### src/rtl/divider_arbiter.sv
// Round-robin arbiter that shares one iterative divider between NREQ requesters.
// One operation in flight at a time; a watchdog aborts an operation the divider never answers.
module divider_arbiter #(
  parameter int NREQ    = 4,
  parameter int TIMEOUT = 15
) (
  input  logic                 clk,
  input  logic                 rst,
  input  logic [NREQ-1:0]      req,
  input  logic [16*NREQ-1:0]   req_in0,
  input  logic [16*NREQ-1:0]   req_in1,
  input  logic [4*NREQ-1:0]    req_shift,
  output logic [NREQ-1:0]      grant,
  output logic [NREQ-1:0]      rdy,
  output logic [31:0]          res,
  output logic                 busy,
  output logic                 err,
  output logic                 div_once,
  output logic [15:0]          div_in0,
  output logic [15:0]          div_in1,
  output logic [3:0]           div_shift,
  input  logic                 div_done,
  input  logic [31:0]          div_out
);

  localparam int IDXW = (NREQ > 1) ? $clog2(NREQ) : 1;

  // Handshake: req is a level held until the matching grant pulse; the
  // operands are sampled in the IDLE cycle that decides that grant, and the
  // result is valid on res during the single-cycle rdy pulse (held afterwards).

  typedef enum logic {IDLE, WAIT} state_t;

  state_t          state;
  logic [IDXW-1:0] ptr;
  logic [IDXW-1:0] idx;
  logic [7:0]      wdog;

  logic [IDXW-1:0] pick;
  logic            pick_vld;
  logic [15:0]     op_in0;
  logic [15:0]     op_in1;
  logic [3:0]      op_shift;

  // First pending request at or above the pointer, wrapping at NREQ-1.
  always_comb begin : pick_logic
    int j;
    pick     = '0;
    pick_vld = 1'b0;
    j        = 0;
    for (int k = 0; k < NREQ; k++) begin
      j = int'(ptr) + k;
      if (j >= NREQ) j = j - NREQ;
      if (!pick_vld && req[j]) begin
        pick     = IDXW'(j);
        pick_vld = 1'b1;
      end
    end
  end

  always_comb begin : slice_logic
    int sel;
    sel      = int'(pick);
    op_in0   = req_in0[16*sel +: 16];
    op_in1   = req_in1[16*sel +: 16];
    op_shift = req_shift[4*sel +: 4];
  end

  always_ff @(posedge clk or posedge rst) begin
    if (rst) begin
      state     <= IDLE;
      ptr       <= '0;
      idx       <= '0;
      wdog      <= '0;
      grant     <= '0;
      rdy       <= '0;
      res       <= '0;
      busy      <= 1'b0;
      err       <= 1'b0;
      div_once  <= 1'b0;
      div_in0   <= '0;
      div_in1   <= '0;
      div_shift <= '0;
    end else begin
      grant    <= '0;
      rdy      <= '0;
      div_once <= 1'b0;
      case (state)
        IDLE: begin
          // A late div_done here belongs to an aborted operation and is dropped.
          if (pick_vld) begin
            grant     <= NREQ'(1) << pick;
            div_once  <= 1'b1;
            div_in0   <= op_in0;
            div_in1   <= op_in1;
            div_shift <= op_shift;
            idx       <= pick;
            wdog      <= '0;
            busy      <= 1'b1;
            state     <= WAIT;
          end
        end
        WAIT: begin
          wdog <= wdog + 8'd1;
          if (div_done || wdog == 8'(TIMEOUT)) begin
            res   <= div_done ? div_out : 32'd0;
            err   <= err | ~div_done;
            rdy   <= NREQ'(1) << idx;
            busy  <= 1'b0;
            ptr   <= (int'(idx) == NREQ - 1) ? '0 : idx + IDXW'(1);
            state <= IDLE;
          end
        end
        default: state <= IDLE;
      endcase
    end
  end

endmodule

### config.mk
export PLATFORM = sky130hd
export DESIGN_NAME = divider_arbiter
export DESIGN_NICKNAME = d
export VERILOG_FILES = /design/src/rtl/divider_arbiter.sv
export SDC_FILE = /design/constraint.sdc
export NUM_CORES = 1
export LEC_CHECK = 0
export CORE_MARGIN = 3
export CORE_UTILIZATION = 36
export CTS_BUF_LIST = sky130_fd_sc_hd__clkbuf_8
export CTS_CLUSTER_SIZE = 10
export DETAILED_ROUTE_END_ITERATION = 16
export PLACE_DENSITY = 0.82
export SLEW_MARGIN = 20
export SYNTH_ARGS = -nofsm -noshare
export SYNTH_HDL_FRONTEND = slang
export SYNTH_SLANG_ARGS = --single-unit
### constraint.sdc
create_clock -name clk -period 3.19 [get_ports clk]
set_input_delay 0.638 -clock clk [delete_from_list [all_inputs] [get_ports clk]]
set_output_delay 0.638 -clock clk [all_outputs]
set_load 0.01 [all_outputs]
After elaboration in Yosys (flattened, before gate mapping)
Index checks and enable logic that the tools add are counted.
W data, S select, Z words.
{"block": "word_totals", "regBits": 92, "input_bits": 183, "output_inout_bits": 79}
{"block": "classes", "addsub": 9, "magnitude_cmp": 8, "n_eq_ne": 4, "n_shift": 5, "muxes": 39, "n_bitwise": 3, "n_reduce_logical": 10}
{"cell": "$mux W32", "n": 5}
{"cell": "$lt A32 B4 Y1 const B", "n": 4}
{"cell": "$shiftx A64 B7 Y16", "n": 2}
{"cell": "$mux W1", "n": 17}
{"cell": "$mux W4", "n": 4}
{"cell": "$pmux W8 S2", "n": 1}
{"cell": "$shiftx A16 B5 Y4", "n": 1}
{"cell": "$sub A3 B3 Y4 const B", "n": 3}
{"cell": "$mux W2", "n": 5}
{"cell": "$ge A3 B3 Y1 const B", "n": 3}
{"cell": "$add A8 B1 Y8 const B", "n": 1}
{"cell": "$bmux W1 S2", "n": 4}
{"cell": "$eq A8 B4 Y1 const B", "n": 1}
{"cell": "$mux W8", "n": 1}
{"cell": "$shl A1 B2 Y4 const A", "n": 2}
{"cell": "$add A2 B2 Y3 const B", "n": 2}
{"cell": "$reduce_and A2 Y1", "n": 3}
{"cell": "$pmux W1 S2", "n": 2}
{"cell": "$sub A2 B3 Y4 const B", "n": 1}
{"cell": "$add A2 B1 Y3 const B", "n": 1}
{"cell": "$ge A2 B3 Y1 const B", "n": 1}
{"cell": "$logic_and A1 B1 Y1", "n": 3}
{"cell": "$logic_not A1 Y1", "n": 3}
{"cell": "$add A2 B1 Y2 const B", "n": 1}
{"cell": "other kinds (6)", "n": 7}

Logic depth before layout (Yosys ltp)
{"block": "depth", "ltp_word": 18, "ltp_mapped": 9}

Worst setup path before layout
No wires, ideal clock.
{"block": "synth_path", "path_kind": "input to register", "from": "input req[1]", "to": "register div_in1[0]", "arrival_time_ps": 1786, "required_ps": 3060, "path_slack_ps": 1275, "cell_stages": 9, "path_cell_list": "buf_2 -> nor4_1 -> or2_1 -> buf_2 -> inv_2 -> buf_4 -> buf_4 -> nor2_1 -> a31oi_1"}
{"block": "synth_via", "elab_chain_cells": 14, "word_cells_on_any_way": 28, "cone_classes": "shift: 1; mux: 20; reduce/logical: 7"}
{"item": "from (decl)", "line": "9", "source": "input logic [NREQ-1:0] req,"}
{"item": "$bmux W1 S2", "line": "54", "source": "if (!pick_vld && req[j]) begin"}
{"item": "$mux W1 (not written as such) (2 in a row)", "line": "54"}
{"item": "$mux W1", "line": "54"}
{"item": "$logic_not A1 Y1", "line": "54"}
{"item": "$logic_and A1 B1 Y1", "line": "54"}
{"item": "$mux W1", "line": "54"}
{"item": "$logic_not A1 Y1", "line": "54"}
{"item": "$logic_and A1 B1 Y1", "line": "54"}
{"item": "$mux W1", "line": "54"}
{"item": "$logic_not A1 Y1", "line": "54"}
{"item": "$logic_and A1 B1 Y1", "line": "54"}
{"item": "$mux W2 or $mux W1 (tied branches)", "line": "54"}
{"item": "$shiftx A64 B7 Y16 or $reduce_and A2 Y1 (tied branches)"}
{"item": "to (signal assigned)", "line": "95", "source": "div_in1 <= op_in1;"}
{"item": "to (decl)", "line": "20", "source": "output logic [15:0] div_in1,"}
Several ways; a longest one is shown, not always the timed one. The select of a mux whose other input is x is not followed.
A chain may end at the register's enable or synchronous reset.

Final worst setup path
{"block": "layout_path", "from": "input req[1]", "to": "register div_in1[1]"}
Same word-level chain as after synthesis.

==> results_dict.tcl <==
set metrics [dict create \
    cap_violations 0 \
    synth_compound_area_share_pct 29.78 \
    drive_gt1_share_pct 5.502 \
    reg2reg_depth 5 \
    area_growth_pct 62.21 \
    hp-class "flop to flop" \
    grt_usage_pct 22.46 \
    grt_max_degree 48 \
    synthDistinctLibCells 42 \
    crit_top_cell "a31oi_1" \
    p_leak_nw 3.146 \
    floorplan.rows 41 \
    fin_nets 910 \
    synth_simple_gate_area_share_pct 13.89 \
    finClkSkew_ps 12.61 \
    status "completed" \
    clkLatencyLatePin_ps 350 \
    num_antenna_cells 0 \
    slew-limit-headroom_pct 52.14 \
    wl_per_cell_um 18.49 \
    peakVddDrop_mv 0.2712 \
    multi_input_area_um2 2126 \
    worstSetupPathDepth 6 \
    path_cells "clkdlybuf4s50_1, or3_1, o311ai_4, buf_4, a31oi_1, a31oi_1" \
    ys_ff_latch 92 \
    required_ps 3460 \
    dpl.hpwl_mm 12.23 \
    stdcell_count 899 \
    synth_fa_ha_area_share_pct 1.335 \
    io_buffers 261 \
    cp_num_buf_inv 2 \
    cts_buffer_depth 2 \
    die_w_um 120.1 \
    cp_max_fo 31 \
    cts_tree "yes" \
    vias 5002 \
    rsz0062_at_grt "false" \
    ant_nets 0 \
    grt_pass1_vias 5063 \
    synth_top_cell_area_share_pct 49.15 \
    dr.pass1.iters 5 \
    end_kind "flop" \
    cts_max_level 3 \
    synth_fp_nets 673 \
    hold_depth 2 \
    grt_overflow 0 \
    cp-start-kind "input pin" \
    synth.avg_cell_area_um2 9.659 \
    seq_area_frac_synth_pct 49.15 \
    slew_viol_final 0 \
    finalSetupViolCount 0 \
    powerDensity_nw_per_um2 566.7 \
    cts_resized 0 \
    antenna_found_initial 0 \
    dieArea_um2 14420 \
    postRouteWirelength_mm 16.62 \
    place_congestion 0.8066 \
    max_stage_delay_ps 610 \
    fin_crit_ps 2364 \
    fmax_mhz 423.1 \
    yosys_most_used_dff "dfrtp_1" \
    layout_worst_path_cycle_share_pct 74.09 \
    crit_type "input pin to flop" \
    drcViolationCount 0 \
    synthCells 485 \
    die_h_um 120.1 \
    tns_ps 0 \
    netlist_area_um2 4684 \
    final-seq-area_um2 2302 \
    avgViaCountPerCell 5.564 \
    crit_path_top_delay_cell "clkdlybuf4s50_1" \
    cts_root_buf "clkbuf_8" \
    muxShareOfSynthArea_pct 0 \
    synthArstFlopShare_pct 100.0 \
    worst_slew_pin_slew_ps 716.5 \
    clkTransAtPathRegs_ps 90 \
    coreArea_um2 12670 \
    cp.arrival_ps 2630 \
    synth_edf_count 0 \
    finalHoldViolations 0 \
    placed_cells 883 \
    path_delay_family "buffers and inverters" \
    drt-initial-drc-count 349 \
    cts_setup_buffers 0 \
    fillers 1045 \
    clock-sinks 92 \
    yosysWarningCount 0 \
    synth_top_area_cell "dfrtp_1" \
    grt_pass1_wl_mm 25.79 \
    numCtsBuffers 9 \
    synth_xor_area_share_pct 0 \
    initial_core_util_pct 36.97 \
    synth_top_family_by_area "compound AO/OA/AOI/OAI gates" \
    ys_top_cells_by_area "dfrtp_1 49%, a31oi_1 9.7%, a22oi_1 5.8%, a22o_1 5.2%, and3_1 4.8%" \
    postCtsHoldBufs 0 \
    ios 262 \
]
metrics by stage:
stage	instance area (µm²)	setup WS, ps	utilization, %	power (mW)	hold slack (ps)
2_1_floorplan	4684	160.0	-	2.583	452.8
3_3_place_gp	7415	560.7	58.52	3.544	453.4
3_5_place_dp	7415	485.9	58.52	3.600	455.8
4_1_cts	7599	871.7	59.97	4.336	477.2
5_1_grt	7599	714.8	59.97	4.571	505.8
6_report	7599	826.4	59.97	4.306	473.3
worst min-delay path: cells and delay by family, from the launching register on:
family / cells / cell delay [ps]
flip-flops: 1 / 350
AND/OR/NAND/NOR: 2 / 100
where the power goes:
group / leakage [nW] / switching (mW) / internal [mW]
logic: 1.94 / 0.924 / 0.988
clock network: 0.0946 / 0.416 / 0.312
registers: 1.11 / 0.215 / 1.45
flip-flops by register name, summed over array words and instances (netlist names):
register,cells
state,1
res,32
div_in0,16
busy,1
div_once,1
div_in1,16
rdy,4
wdog,8
grant,4
ptr,2
div_shift,4
idx,2
err,1
cell usage in the layout (no fill, tap or decap), drive strengths merged:
cell type      count
clkdlybuf4s50    260
dfrtp             92
a31oi             73
o21ai             46
nor2              41
and3              36
a22oi             36
a22o              28
nand2             22
buf               14
clkbuf            10
inv                9
nand3              8
and2               6
ha                 5
nor2b              4
a21oi              4
o31ai              4
nand2b             3
nand4              3
clkinv             3
a21o               2
o211ai             2
o21bai             2
nor4               1
or2                1
nor3               1
o32ai              1
o211a              1
a21bo              1
or3                1
o311ai             1
or4                1
o21ba              1
a21boi             1
a311oi             1
and4               1
clkinvlp           1
per-layer routing:
layer	share of wire, %	GRT usage [%]
met5	0	0
met4	2.0	8.232
met3	9.3	5.985
met2	50	39.37
met1	39	26.34
layout make-up:
cell class / count / share of cell area, %
clock inverters: 6 / 0.6093
well taps: 172 / 2.832
repair buffers: 274 / 36.09
inverters: 7 / 0.3787
clock buffers: 10 / 1.811
multi-input cells: 338 / 27.98
flip-flops and latches: 92 / 30.30
logic make-up after synthesis:
group / count (synthesis)
compound gates: 204
fa+ha+maj: 5
buf+inv: 55
flops: 92
simple gates: 129
synth_stat cells (2+ instances only):
cell	number
a31oi_1	73
dfrtp_1	92
a22oi_1	36
nand2b_1	3
a21oi_1	4
nor2b_1	4
o21ai_0	45
buf_1	2
o31ai_1	3
clkbuf_1	22
buf_6	4
ha_1	5
o211ai_1	2
a22o_1	28
a21o_1	2
nor2_1	41
nand4_1	3
and2_1	6
inv_1	6
and3_1	36
buf_2	15
nand3_1	8
buf_4	5
nand2_1	22
worst paths after layout:
| check | to | from | slack [ps] |
|---|---|---|---|
| worst max register to register | res[21]$_DFFE_PP0P_ | wdog[0]$_DFFE_PP0P_ | 1230 |
| worst min register to register | res[22]$_DFFE_PP0P_ | res[22]$_DFFE_PP0P_ | 470 |
| worst min-delay path | res[22]$_DFFE_PP0P_ | res[22]$_DFFE_PP0P_ | 470 |
| min in group asynchronous | res[20]$_DFFE_PP0P_ | rst | 700 |
| max in group asynchronous | div_once$_DFF_PP0_ | rst | 1810 |
| worst max-delay path | div_in1[1]$_DFFE_PP0P_ | req[1] | 830 |
No activity file was read; power rests on OpenSTA's default activity.
